### src/rtl/axi4_lite_reg_slave.sv
`timescale 1ns/1ps
`default_nettype none
// +--------------------------------------------------------------------------+
// | Module      : axi4_lite_reg_slave                                        |
// | Description : AXI4-Lite slave exposing a 16-byte register window:        |
// |                 +0x0 CTRL    RW, bits [7:0] implemented (bit 0 -> led)   |
// |                 +0x4 SCRATCH RW, 32 bits, byte-strobed                   |
// |                 +0x8 COUNTER RO, free-running cycle counter              |
// |                 +0xC ID      RO, 32'h5256_0001                           |
// |               Accesses outside the window return SLVERR with rdata 0.    |
// |               Read and write channels are independent FSMs.              |
// | Config      : define AXI_REG_SLAVE_COUNTER_EN to build the counter;      |
// |               without it COUNTER reads 0 (OKAY) and has no flops.        |
// | Revision    : 1.0  initial release                                       |
// +--------------------------------------------------------------------------+
// | Ports                                                                    |
// |   clk                   in   1          rising-edge clock                |
// |   rst                   in   1          async reset, active low          |
// |   awaddr                in   ADDR_WIDTH write address                    |
// |   awvalid / awready     in / out        AW handshake                     |
// |   wdata                 in   32         write data                       |
// |   wstrb                 in   4          byte strobes                     |
// |   wvalid / wready       in / out        W handshake                      |
// |   bresp                 out  2          write response                   |
// |   bvalid / bready       out / in        B handshake                      |
// |   araddr                in   ADDR_WIDTH read address                     |
// |   arvalid / arready     in / out        AR handshake                     |
// |   rdata                 out  32         read data                        |
// |   rresp                 out  2          read response                    |
// |   rvalid / rready       out / in        R handshake                      |
// |   led                   out  1          CTRL[0] flop                     |
// +--------------------------------------------------------------------------+
// | Parameters                                                               |
// |   ADDR_WIDTH  AXI address width (must be greater than 4)                 |
// |   DATA_WIDTH  AXI data width, only 32 is supported                       |
// |   BASE_ADDR   base address of the register window                        |
// +--------------------------------------------------------------------------+

module axi4_lite_reg_slave #(
  parameter int                    ADDR_WIDTH = 32,
  parameter int                    DATA_WIDTH = 32,
  parameter logic [ADDR_WIDTH-1:0] BASE_ADDR  = 32'h0000_0000
) (
  input  logic                    clk,
  input  logic                    rst,

  input  logic [ADDR_WIDTH-1:0]   awaddr,
  input  logic                    awvalid,
  output logic                    awready,

  input  logic [DATA_WIDTH-1:0]   wdata,
  input  logic [DATA_WIDTH/8-1:0] wstrb,
  input  logic                    wvalid,
  output logic                    wready,

  output logic [1:0]              bresp,
  output logic                    bvalid,
  input  logic                    bready,

  input  logic [ADDR_WIDTH-1:0]   araddr,
  input  logic                    arvalid,
  output logic                    arready,

  output logic [DATA_WIDTH-1:0]   rdata,
  output logic [1:0]              rresp,
  output logic                    rvalid,
  input  logic                    rready,

  output logic                    led
);

  // --------------------------------------------------------------------------
  // Constants
  // --------------------------------------------------------------------------
  localparam logic [0:0] W_IDLE = 1'b0;
  localparam logic [0:0] W_RESP = 1'b1;

  localparam logic [0:0] R_IDLE = 1'b0;
  localparam logic [0:0] R_DATA = 1'b1;

  localparam logic [1:0] C_RESP_OKAY   = 2'b00;
  localparam logic [1:0] C_RESP_SLVERR = 2'b10;

  localparam logic [31:0] C_ID_VALUE = 32'h5256_0001;

  localparam logic [ADDR_WIDTH-1:0] C_WINDOW_BYTES = ADDR_WIDTH'(16);

  localparam logic [1:0] C_SEL_CTRL    = 2'd0;
  localparam logic [1:0] C_SEL_SCRATCH = 2'd1;
  localparam logic [1:0] C_SEL_COUNTER = 2'd2;
  localparam logic [1:0] C_SEL_ID      = 2'd3;

  // --------------------------------------------------------------------------
  // State
  // --------------------------------------------------------------------------
  logic [0:0]  r_wstate;
  logic [0:0]  r_rstate;
  logic        r_bvalid;
  logic [1:0]  r_bresp;
  logic        r_rvalid;
  logic [1:0]  r_rresp;
  logic [31:0] r_rdata;
  logic [7:0]  r_ctrl;
  logic [31:0] r_scratch;

  logic [31:0] w_counter;

  // --------------------------------------------------------------------------
  // Address decode
  // --------------------------------------------------------------------------
  // The offset is an unsigned difference, so an address below BASE_ADDR wraps
  // to a large value and fails the window check just like one above it.
  logic [ADDR_WIDTH-1:0] w_wr_off;
  logic [ADDR_WIDTH-1:0] w_rd_off;
  logic                  w_wr_hit;
  logic                  w_rd_hit;
  logic [1:0]            w_wr_sel;
  logic [1:0]            w_rd_sel;

  assign w_wr_off = awaddr - BASE_ADDR;
  assign w_rd_off = araddr - BASE_ADDR;
  assign w_wr_hit = (w_wr_off < C_WINDOW_BYTES);
  assign w_rd_hit = (w_rd_off < C_WINDOW_BYTES);
  assign w_wr_sel = w_wr_off[3:2];
  assign w_rd_sel = w_rd_off[3:2];

  // Byte lane within a register is irrelevant: all registers are word wide.
  logic w_unused_offset_bits;
  assign w_unused_offset_bits = ^{w_wr_off[1:0], w_rd_off[1:0]};

  // --------------------------------------------------------------------------
  // Handshake qualifiers
  // --------------------------------------------------------------------------
  // AW and W are taken together or not at all; ready is only raised once both
  // valids are present so neither channel is ever half-accepted. Ready is held
  // low while reset is asserted.
  logic w_wr_accept;
  logic w_rd_idle;
  logic w_rd_accept;

  assign w_wr_accept = rst && (r_wstate == W_IDLE) && awvalid && wvalid;
  assign w_rd_idle   = rst && (r_rstate == R_IDLE);
  assign w_rd_accept = w_rd_idle && arvalid;

  assign awready = w_wr_accept;
  assign wready  = w_wr_accept;
  assign arready = w_rd_idle;

  // --------------------------------------------------------------------------
  // Free-running counter (optional)
  // --------------------------------------------------------------------------
`ifdef AXI_REG_SLAVE_COUNTER_EN
  logic [31:0] r_counter;

  always_ff @(posedge clk or negedge rst) begin
    if (!rst) begin
      r_counter <= 32'h0;
    end else begin
      r_counter <= r_counter + 32'd1;
    end
  end

  assign w_counter = r_counter;
`else
  assign w_counter = 32'h0;
`endif

  // --------------------------------------------------------------------------
  // RW registers
  // --------------------------------------------------------------------------
  // Only in-window writes to CTRL/SCRATCH touch state; writes to the read-only
  // registers and out-of-window writes still complete but change nothing.
  always_ff @(posedge clk or negedge rst) begin
    if (!rst) begin
      r_ctrl    <= 8'h00;
      r_scratch <= 32'h0;
    end else if (w_wr_accept && w_wr_hit) begin
      case (w_wr_sel)
        C_SEL_CTRL: begin
          if (wstrb[0]) begin
            r_ctrl <= wdata[7:0];
          end
        end
        C_SEL_SCRATCH: begin
          for (int i = 0; i < 4; i++) begin
            if (wstrb[i]) begin
              r_scratch[8*i +: 8] <= wdata[8*i +: 8];
            end
          end
        end
        default: begin
        end
      endcase
    end
  end

  assign led = r_ctrl[0];

  // --------------------------------------------------------------------------
  // Write response FSM
  // --------------------------------------------------------------------------
  always_ff @(posedge clk or negedge rst) begin
    if (!rst) begin
      r_wstate <= W_IDLE;
      r_bvalid <= 1'b0;
      r_bresp  <= C_RESP_OKAY;
    end else begin
      case (r_wstate)
        W_IDLE: begin
          if (w_wr_accept) begin
            r_wstate <= W_RESP;
            r_bvalid <= 1'b1;
            r_bresp  <= w_wr_hit ? C_RESP_OKAY : C_RESP_SLVERR;
          end
        end
        W_RESP: begin
          // bresp is left as-is; only bvalid drops once the master takes it.
          if (bready) begin
            r_wstate <= W_IDLE;
            r_bvalid <= 1'b0;
          end
        end
        default: begin
          r_wstate <= W_IDLE;
          r_bvalid <= 1'b0;
        end
      endcase
    end
  end

  assign bvalid = r_bvalid;
  assign bresp  = r_bresp;

  // --------------------------------------------------------------------------
  // Read data selection
  // --------------------------------------------------------------------------
  // Sampled from the current flop values, so a write accepted in the same
  // cycle is not yet visible and the read returns the pre-write contents.
  logic [31:0] w_rd_value;

  always_comb begin
    w_rd_value = 32'h0;
    case (w_rd_sel)
      C_SEL_CTRL:    w_rd_value = {24'h0, r_ctrl};
      C_SEL_SCRATCH: w_rd_value = r_scratch;
      C_SEL_COUNTER: w_rd_value = w_counter;
      C_SEL_ID:      w_rd_value = C_ID_VALUE;
      default:       w_rd_value = 32'h0;
    endcase
  end

  // --------------------------------------------------------------------------
  // Read response FSM
  // --------------------------------------------------------------------------
  always_ff @(posedge clk or negedge rst) begin
    if (!rst) begin
      r_rstate <= R_IDLE;
      r_rvalid <= 1'b0;
      r_rresp  <= C_RESP_OKAY;
      r_rdata  <= 32'h0;
    end else begin
      case (r_rstate)
        R_IDLE: begin
          if (w_rd_accept) begin
            r_rstate <= R_DATA;
            r_rvalid <= 1'b1;
            r_rresp  <= w_rd_hit ? C_RESP_OKAY : C_RESP_SLVERR;
            r_rdata  <= w_rd_hit ? w_rd_value  : 32'h0;
          end
        end
        R_DATA: begin
          if (rready) begin
            r_rstate <= R_IDLE;
            r_rvalid <= 1'b0;
          end
        end
        default: begin
          r_rstate <= R_IDLE;
          r_rvalid <= 1'b0;
        end
      endcase
    end
  end

  assign rvalid = r_rvalid;
  assign rresp  = r_rresp;
  assign rdata  = r_rdata;

endmodule

`default_nettype wire

### config.mk
export PLATFORM = sky130hd
export DESIGN_NAME = axi4_lite_reg_slave
export DESIGN_NICKNAME = d
export VERILOG_FILES = /design/src/rtl/axi4_lite_reg_slave.sv
export SDC_FILE = /design/constraint.sdc
export NUM_CORES = 1
export LEC_CHECK = 0
export ABC_AREA = 1
export CAP_MARGIN = 20
export CORE_MARGIN = 4
export CORE_UTILIZATION = 39
export DETAILED_ROUTE_END_ITERATION = 8
export PLACE_DENSITY = 0.77
export SYNTH_ARGS = -nofsm -noshare
export SYNTH_HDL_FRONTEND = slang
export SYNTH_SLANG_ARGS = --single-unit
### constraint.sdc
create_clock -name clk -period 1.45 [get_ports clk]
set_input_delay 0.3625 -clock clk [delete_from_list [all_inputs] [get_ports clk]]
set_output_delay 0.3625 -clock clk [all_outputs]
set_load 0.01 [all_outputs]
==> summary.md, run 1 <==
| Metric | Value |
|---|---|
| Status | `finished, violations left` |
| Failing checks | `setup timing` |
| First-pass GRT wire length | `roughly 18,000 µm` |
| Largest area contributor in the netlist | `dfrtp_1` |
| Tot Pwr | `4322 µW` |
| # setup viols final | `13` |
| Synth Warn # | `0` |
| Peak VDD IR | `0.0005959 V` |
| Layout area overhead | `56.11%` |
| Ys flop type | `dfrtp_1` |
| Full die area | `about 11,000 µm²` |
| CTS Buffer Depth | `2` |
| TritonCTS clock tree | `yes` |
| Net count, final | `733` |
| Type of the worst setup path | `flip-flop to output port` |
| Fill count | `roughly 800` |
| Synth unique cells | `24` |
| Seq/Total Area, Yosys | `about 54%` |
| WL final | `between 10,000 and 15,000 µm` |
| Post-synth top area share | `between 50% and 60%` |
| Count leader, synth | `nand2_1` |
| Drt first pass iters | `4` |
| Pre-CTS setup slack | `-0.5579 ns` |
| Critical Path Fanout Max | `4` |
| Critical R2R Capture | `r_scratch[15]$_DFFE_PN0P_` |
| Largest net degree at the start of global routing | `51` |
| Via density | `4.787` |
| Port bufs | `142` |
| Tmin final | `1.496 ns` |
| Placement Cell Area | `roughly 5400 µm²` |
| Clk_lat worst skew | `between 0.3 and 0.4 ns` |
| Fin. max-slew vios | `0` |
| Leakage Power | `0.003043 µW` |
| Clock power share | `35.6%` |
| Final Skew | `0.01149 ns` |
| I/O pin total | `149` |
| Vias in the first global route | `3,699` |
| H-tree Lvls | `3` |
| Comb pwr share | `a little over an eighth` |
| PnR worst setup slack | `-0.04585 ns` |
| Initial antenna violation count | `0` |
| WHS | `approximately 0.057 ns` |
| Switching component of the power | `1146 µW` |
| Congestion Overflow GR | `0` |
| Crit path capture type | `output port` |
| Pint | `3176 µW` |
| Drt drc | `0` |
| Final ANT Viol Nets | `0` |
| Initial Util | `between 30% and 40%` |
| Min-Delay Path Class | `input pin to asynchronous set/reset pin` |
| Sw Ratio | `26.51%` |
| Final worst path period share | `103.2%` |
| Synth area leaders | `dfrtp_1 54%, nand2_1 19%, nand3_1 6.7%` |
| Root Buffer | `clkbuf_8` |
| Sink Count | `78` |
| DRT iter0 DRCs | `184` |
| Final core utilization | `around 62%` |
| CTS Buf Count | `9` |
| Layout cells sized above 1 | `17.27%` |
| Sequential Area | `a little under 2000 µm²` |
| Average wire per standard cell | `13.90 µm` |
| Highest clock rate | `668.5 MHz` |
| RePlAce Congestion | `0.8043` |
| Reg power frac | `51.0%` |
| Core area | `9153 µm²` |
| Reg-to-Reg Start | `r_wstate$_DFF_PN0_` |
| Mean Syn Cell Area | `8.212 µm²` |
| Reg2reg setup slack | `0 ns` |
| Finished layout cell area | `about 5700 µm²` |
| Max Cap Viol | `0` |
| Top cells by count, synth | `189 x nand2_1, 78 x dfrtp_1, 49 x nand3_1` |
| Mapped Area | `roughly 3600 µm²` |
| CP Launch Type | `flip-flop` |
| RSZ-0062 raised after global routing | `true` |
| Vias | `3,552` |
| Die width | `104.7 µm` |
| DP HPWL | `7780 µm` |
| Worst EP arrival | `1.13 ns` |
| Count of hold-fix buffers inserted at cts | `0` |
| Row count | `35` |
| Fraction of registers with async set/reset | `between 90% and 100%` |
| Tightest Pin Transition | `0.6171 ns` |
| Pwr Density | `approximately 760 nW/µm²` |
| ANT cells | `0` |
| Crit path required time | `1.09 ns` |
| Synth Instances | `444` |
| Worst R2R Path Depth | `9` |
| Post-synth EDFFs | `0` |
| Relative slew slack | `between 50% and 60%` |
| Final hold vios | `0` |
| Clock Pin Slew Worst Setup and Hold Paths | `0.10 ns` |
| Die height | `approximately 100 µm` |
| Multi-input gate area | `1615 µm²` |
| #FFs+latches synth | `78` |
| GRT Util Overall | `19.44%` |
==> power by group through the flow <==
stage / Combinational (µW) / Clock [µW] / Sequential, µW
5_1_grt: 634 / 1680 / 2210
3_3_place_gp: 591 / 0 / 2250
4_1_cts: 583 / 1580 / 2200
6_report: 582 / 1540 / 2200
2_1_floorplan: 141 / 0 / 2250
3_5_place_dp: 602 / 0 / 2250
==> cell usage in the layout, fill, tap and decap left out, types with 3 or more instances in the layout <==
cell	Yosys	routed
inv_1	10	8
nand3_2	2	3
nor2_4	7	9
buf_6	5	9
nand4_1	16	16
buf_12	0	4
nand2_2	3	8
nand2_4	1	4
inv_2	6	8
inv_6	0	3
nand2_1	189	181
nor2_2	2	8
o211ai_1	8	8
clkdlybuf4s50_1	0	73
buf_4	4	34
clkbuf_8	0	9
nand3_1	49	46
dlygate4sd2_1	0	62
dfrtp_1	78	78
o21ai_1	7	7
nor2_1	41	34
==> layer usage <==
| layer | vias to the layer above | track usage (%) | share of wire [%] |
|---|---|---|---|
| met5 | - | 0 | 0 |
| met4 | 0 | 3.561 | 0.46 |
| met3 | 6 | 6.115 | 8.9 |
| met2 | 128 | 33.21 | 48 |
| met1 | 1625 | 24.52 | 43 |
| li1 | 1793 | - | - |
==> flip-flops by register name (all words and copies together), names as in the netlist <==
| register | flops |
|---|---|
| bvalid | 1 |
| r_wstate | 1 |
| r_rstate | 1 |
| rvalid | 1 |
| bresp | 1 |
| r_ctrl | 8 |
| rresp | 1 |
| rdata | 32 |
| r_scratch | 32 |
==> layout make-up <==
type,count,share of cell area [%]
clock buffer,9,2.176
inverter,16,1.055
tap,111,2.440
sequential,78,34.29
multi-input combinational,335,28.38
timing repair buffer,186,30.58
clock inverter,7,1.077
==> what timing repair did <==
action | CTS | global route
buffers inserted | 4 | 2
pin swaps | 17 | 8
endpoints found under the hold margin | 0 | 0
resized for setup | 101 | 16
gates cloned | 3 | 0
setup endpoints to repair | 81 | 76
==> worst max-delay path: stages, from the launching register on <==
cell and delay [ns]:
dfrtp_1 0.39, nor2_2 0.11, nand2_2 0.09, inv_2 0.10, buf_6 0.11
==> logic make-up after synthesis <==
family / synth area share, %
simple gates: 38.23
flops: 53.53
buf+inv: 4.976
compound gates: 3.157
other cells: 0.1029
==> per-stage QoR <==
step           TNS [ns]  cells
2_1_floorplan         0    445
3_5_place_dp     -28.59    717
5_1_grt          -3.376    742
3_3_place_gp     -26.54    717
6_report        -0.1808    742
4_1_cts         -0.4040    740
==> worst max-delay path by stage <==
stage / cells past startpoint / startpoint / slack, ns / endpoint
final: 4 / r_wstate$_DFF_PN0_ / -0.05 / awready
after global routing: 4 / r_wstate$_DFF_PN0_ / -0.17 / wready
after CTS: 4 / r_wstate$_DFF_PN0_ / -0.07 / awready
after detailed placement: 6 / awvalid / -0.56 / awready
after global placement: 6 / wvalid / -0.56 / wready
after floorplan: 5 / r_wstate$_DFF_PN0_ / 0.09 / wready
Note: power is estimated with default switching activity, not from simulation.
==> run 2: changes to the inputs <==
clock period = 1.35 ns   (was 1.45 ns; I/O delays follow)
==> run 2 against run 1 <==
Compared with the run above: the run still ends with setup timing left; critical endpoint is now rdata[18]$_DFFE_PN0P_; clock power is 9% higher; critical path depth grew 5; sequential power rose by 8%; critical path type is now input pin to flip-flop; largest cell class unchanged; clock skew shrank 0.00057 ns; non-clock buffer count grew 17; global-route usage rose by 0.087 points; total power up 8.8%; design area up 7.4%; register-to-register slack worse by 0.12 ns; cell count grew 2.3%; highest routed layer unchanged; core utilization rose by 4.6 points.
==> summary.md, run 2 (same netlist as run 1, synthesis figures left out) <==
| Metric | Value |
|---|---|
| I/O pin total | `149 (unchanged)` |
| Average wire per standard cell | `15.30 µm (+10%)` |
| Final worst path period share | `110.6%` |
| DRT iter0 DRCs | `199 (+8.2%)` |
| Count of hold-fix buffers inserted at cts | `0 (unchanged)` |
| Worst R2R Path Depth | `8 (-1)` |
| Full die area | `10,960 µm² (unchanged)` |
| Peak VDD IR | `0.0005474 V (-8.1%)` |
| Final ANT Viol Nets | `0 (unchanged)` |
| # setup viols final | `61 (+48)` |
| Layout area overhead | `67.60%` |
| WL final | `11,610 µm (+13%)` |
| Final hold vios | `0 (unchanged)` |
| Reg2reg setup slack | `-0.12 ns (-0.12 ns)` |
| Vias in the first global route | `3,692 (-0.19%)` |
| Row count | `35 (unchanged)` |
| Most common cell after layout, fill and taps aside | `nand2_1` |
| Crit path required time | `1.64 ns (+0.55 ns)` |
| Die width | `104.7 µm (unchanged)` |
| Critical R2R Capture | `rdata[18]$_DFFE_PN0P_` |
| RSZ-0062 raised after global routing | `true` |
| Failing checks | `setup timing` |
| Initial antenna violation count | `0 (unchanged)` |
| Clk_lat worst skew | `0.36 ns (+0.02 ns)` |
| Largest net degree at the start of global routing | `51 (unchanged)` |
| Net count, final | `750 (+2.3%)` |
| RePlAce Congestion | `0.7940 (-1.3%)` |
| Relative slew slack | `56.99% (-1.9 points)` |
| Tmin final | `around 1.5 ns` |
| Setup crit start | `araddr[5]` |
| Placement Cell Area | `5401 µm² (+0.14%)` |
| PnR worst setup slack | `-0.1424 ns (-0.09658 ns)` |
| Crit path capture type | `flip-flop` |
| Die height | `104.7 µm (unchanged)` |
| Highest clock rate | `~670 MHz` |
| Type of the worst setup path | `input pin to flip-flop` |
| CTS Buffer Depth | `2 (unchanged)` |
| Layout cells sized above 1 | `31.94% (+15 points)` |
| Critical Path Fanout Max | `7 (+3)` |
| Final Skew | `0.01092 ns (-0.0005657 ns)` |
| Drt drc | `0 (unchanged)` |
| Worst EP arrival | `1.79 ns (+0.66 ns)` |
| Initial Util | `39.84% (unchanged)` |
| GRT Util Overall | `19.53% (+0.087 points)` |
| First-pass GRT wire length | `17,390 µm (-1.1%)` |
| Reg-to-Reg Start | `r_rstate$_DFF_PN0_` |
| Core area | `9153 µm² (unchanged)` |
| CP Launch Type | `input pin` |
| Clock Pin Slew Worst Setup and Hold Paths | `0.10 ns (about the same)` |
| Via density | `4.986 (+4.1%)` |
| Tightest Pin Transition | `0.6451 ns (+0.02807 ns)` |
| Congestion Overflow GR | `0 (unchanged)` |
| Sink Count | `78 (unchanged)` |
| Pre-CTS setup slack | `-0.6164 ns (-0.05850 ns)` |
| Min-Delay Path Class | `input pin to asynchronous set/reset pin` |
| Vias | `3,784 (+6.5%)` |
| H-tree Lvls | `3 (unchanged)` |
| End of the critical path | `rdata[18]$_DFFE_PN0P_` |
| Max Cap Viol | `0 (unchanged)` |
| CTS Buf Count | `9 (unchanged)` |
| Final core utilization | `66.77% (+4.6 points)` |
| Drt first pass iters | `4 (unchanged)` |
| Root Buffer | `clkbuf_8` |
| ANT cells | `0 (unchanged)` |
| DP HPWL | `7876 µm (+1.2%)` |
| WHS | `0.02162 ns (-0.03545 ns)` |
| Finished layout cell area | `6111 µm² (+7.4%)` |
| Leakage Power | `0.003191 µW (+4.8%)` |
| TritonCTS clock tree | `yes` |
| Pwr Density | `769.7 nW/µm² (+1.4%)` |
| Status | `finished, violations left` |
| Most frequent cells in the layout | `158 x nand2_1, 78 x dfrtp_1, 58 x clkdlybuf4s50_1` |
| Port bufs | `142 (unchanged)` |
| Fin. max-slew vios | `0 (unchanged)` |
[run 2: cell count changes in the layout (fill, tap and decap cells not counted), moves of 11 or more]
cell             before  now
clkdlybuf4s15_1       2   13
dlygate4sd2_1        62   26
nand3_2               3   29
nand2_2               8   30
dlymetal6s2s_1        0   17
nand3_1              46   19
nand2_1             181  158
clkbuf_2              1   21
clkdlybuf4s50_1      73   58
buf_4                34   46
[run 2: power by group]
group | internal [µW] | switching, µW | total [µW]
registers | 2350 | 13.1 | 2370
clock network | 706 | 975 | 1680
logic | 359 | 298 | 656
total | 3420 | 1290 | 4700
[run 2: area by class of cell]
class / instances / area (µm²)
Inverter: 16 / 62.56
Multi-Input combinational cell: 335 / 1874
Clock inverter: 7 / 62.56
Fill cell: 732 / 3042
Sequential cell: 78 / 1952
Clock buffer: 9 / 123.9
Timing Repair Buffer: 203 / 1897
Tap cell: 111 / 138.9
[run 2: worst min-delay path by stage]
stage	endpoint	slack (ns)	cells past startpoint
after floorplan	bresp[1]$_DFFE_PN0P_	0.04	0
after global placement	rdata[21]$_DFFE_PN0P_	0.42	2
after detailed placement	rdata[27]$_DFFE_PN0P_	0.41	2
after CTS	rdata[21]$_DFFE_PN0P_	0.01	2
after global routing	rdata[29]$_DFFE_PN0P_	0.03	2
final	r_scratch[19]$_DFFE_PN0P_	0.02	2
[run 2: routing by layer]
metal  vias to the layer above  global-route usage (%)  part of all wire (%)
met4                         0                   5.623                   1.4
li1                       1832                       -                     -
met1                      1770                   24.30                    42
met3                        18                   5.744                   7.9
met2                       164                   33.03                    49
met5                         -                       0                     0
[run 2: worst max-delay path, stage by stage]
cell and delay [ns]:
clkdlybuf4s50_1 0.40, nor2_1 0.13, nand2_2 0.11, nor2_4 0.12
nand2_2 0.06, nor2_4 0.26, buf_12 0.18, o211ai_1 0.10
nand2_1 0.09
[run 2: what timing repair did]
action | CTS | global route
cloned | 2 | 4
pin swaps | 35 | 48
endpoints found under the setup margin | 101 | 100
buffers inserted | 13 | 6
resized for setup | 138 | 124
[run 2: metrics by stage]
stage               power (µW)  std cells  TNS, ns
global placement          3049        718   -34.50
global route              4894        759   -9.725
CTS                       4713        749   -3.049
floorplan                 2572        445        0
finish                    4704        759   -4.940
detailed placement        3063        718   -39.30
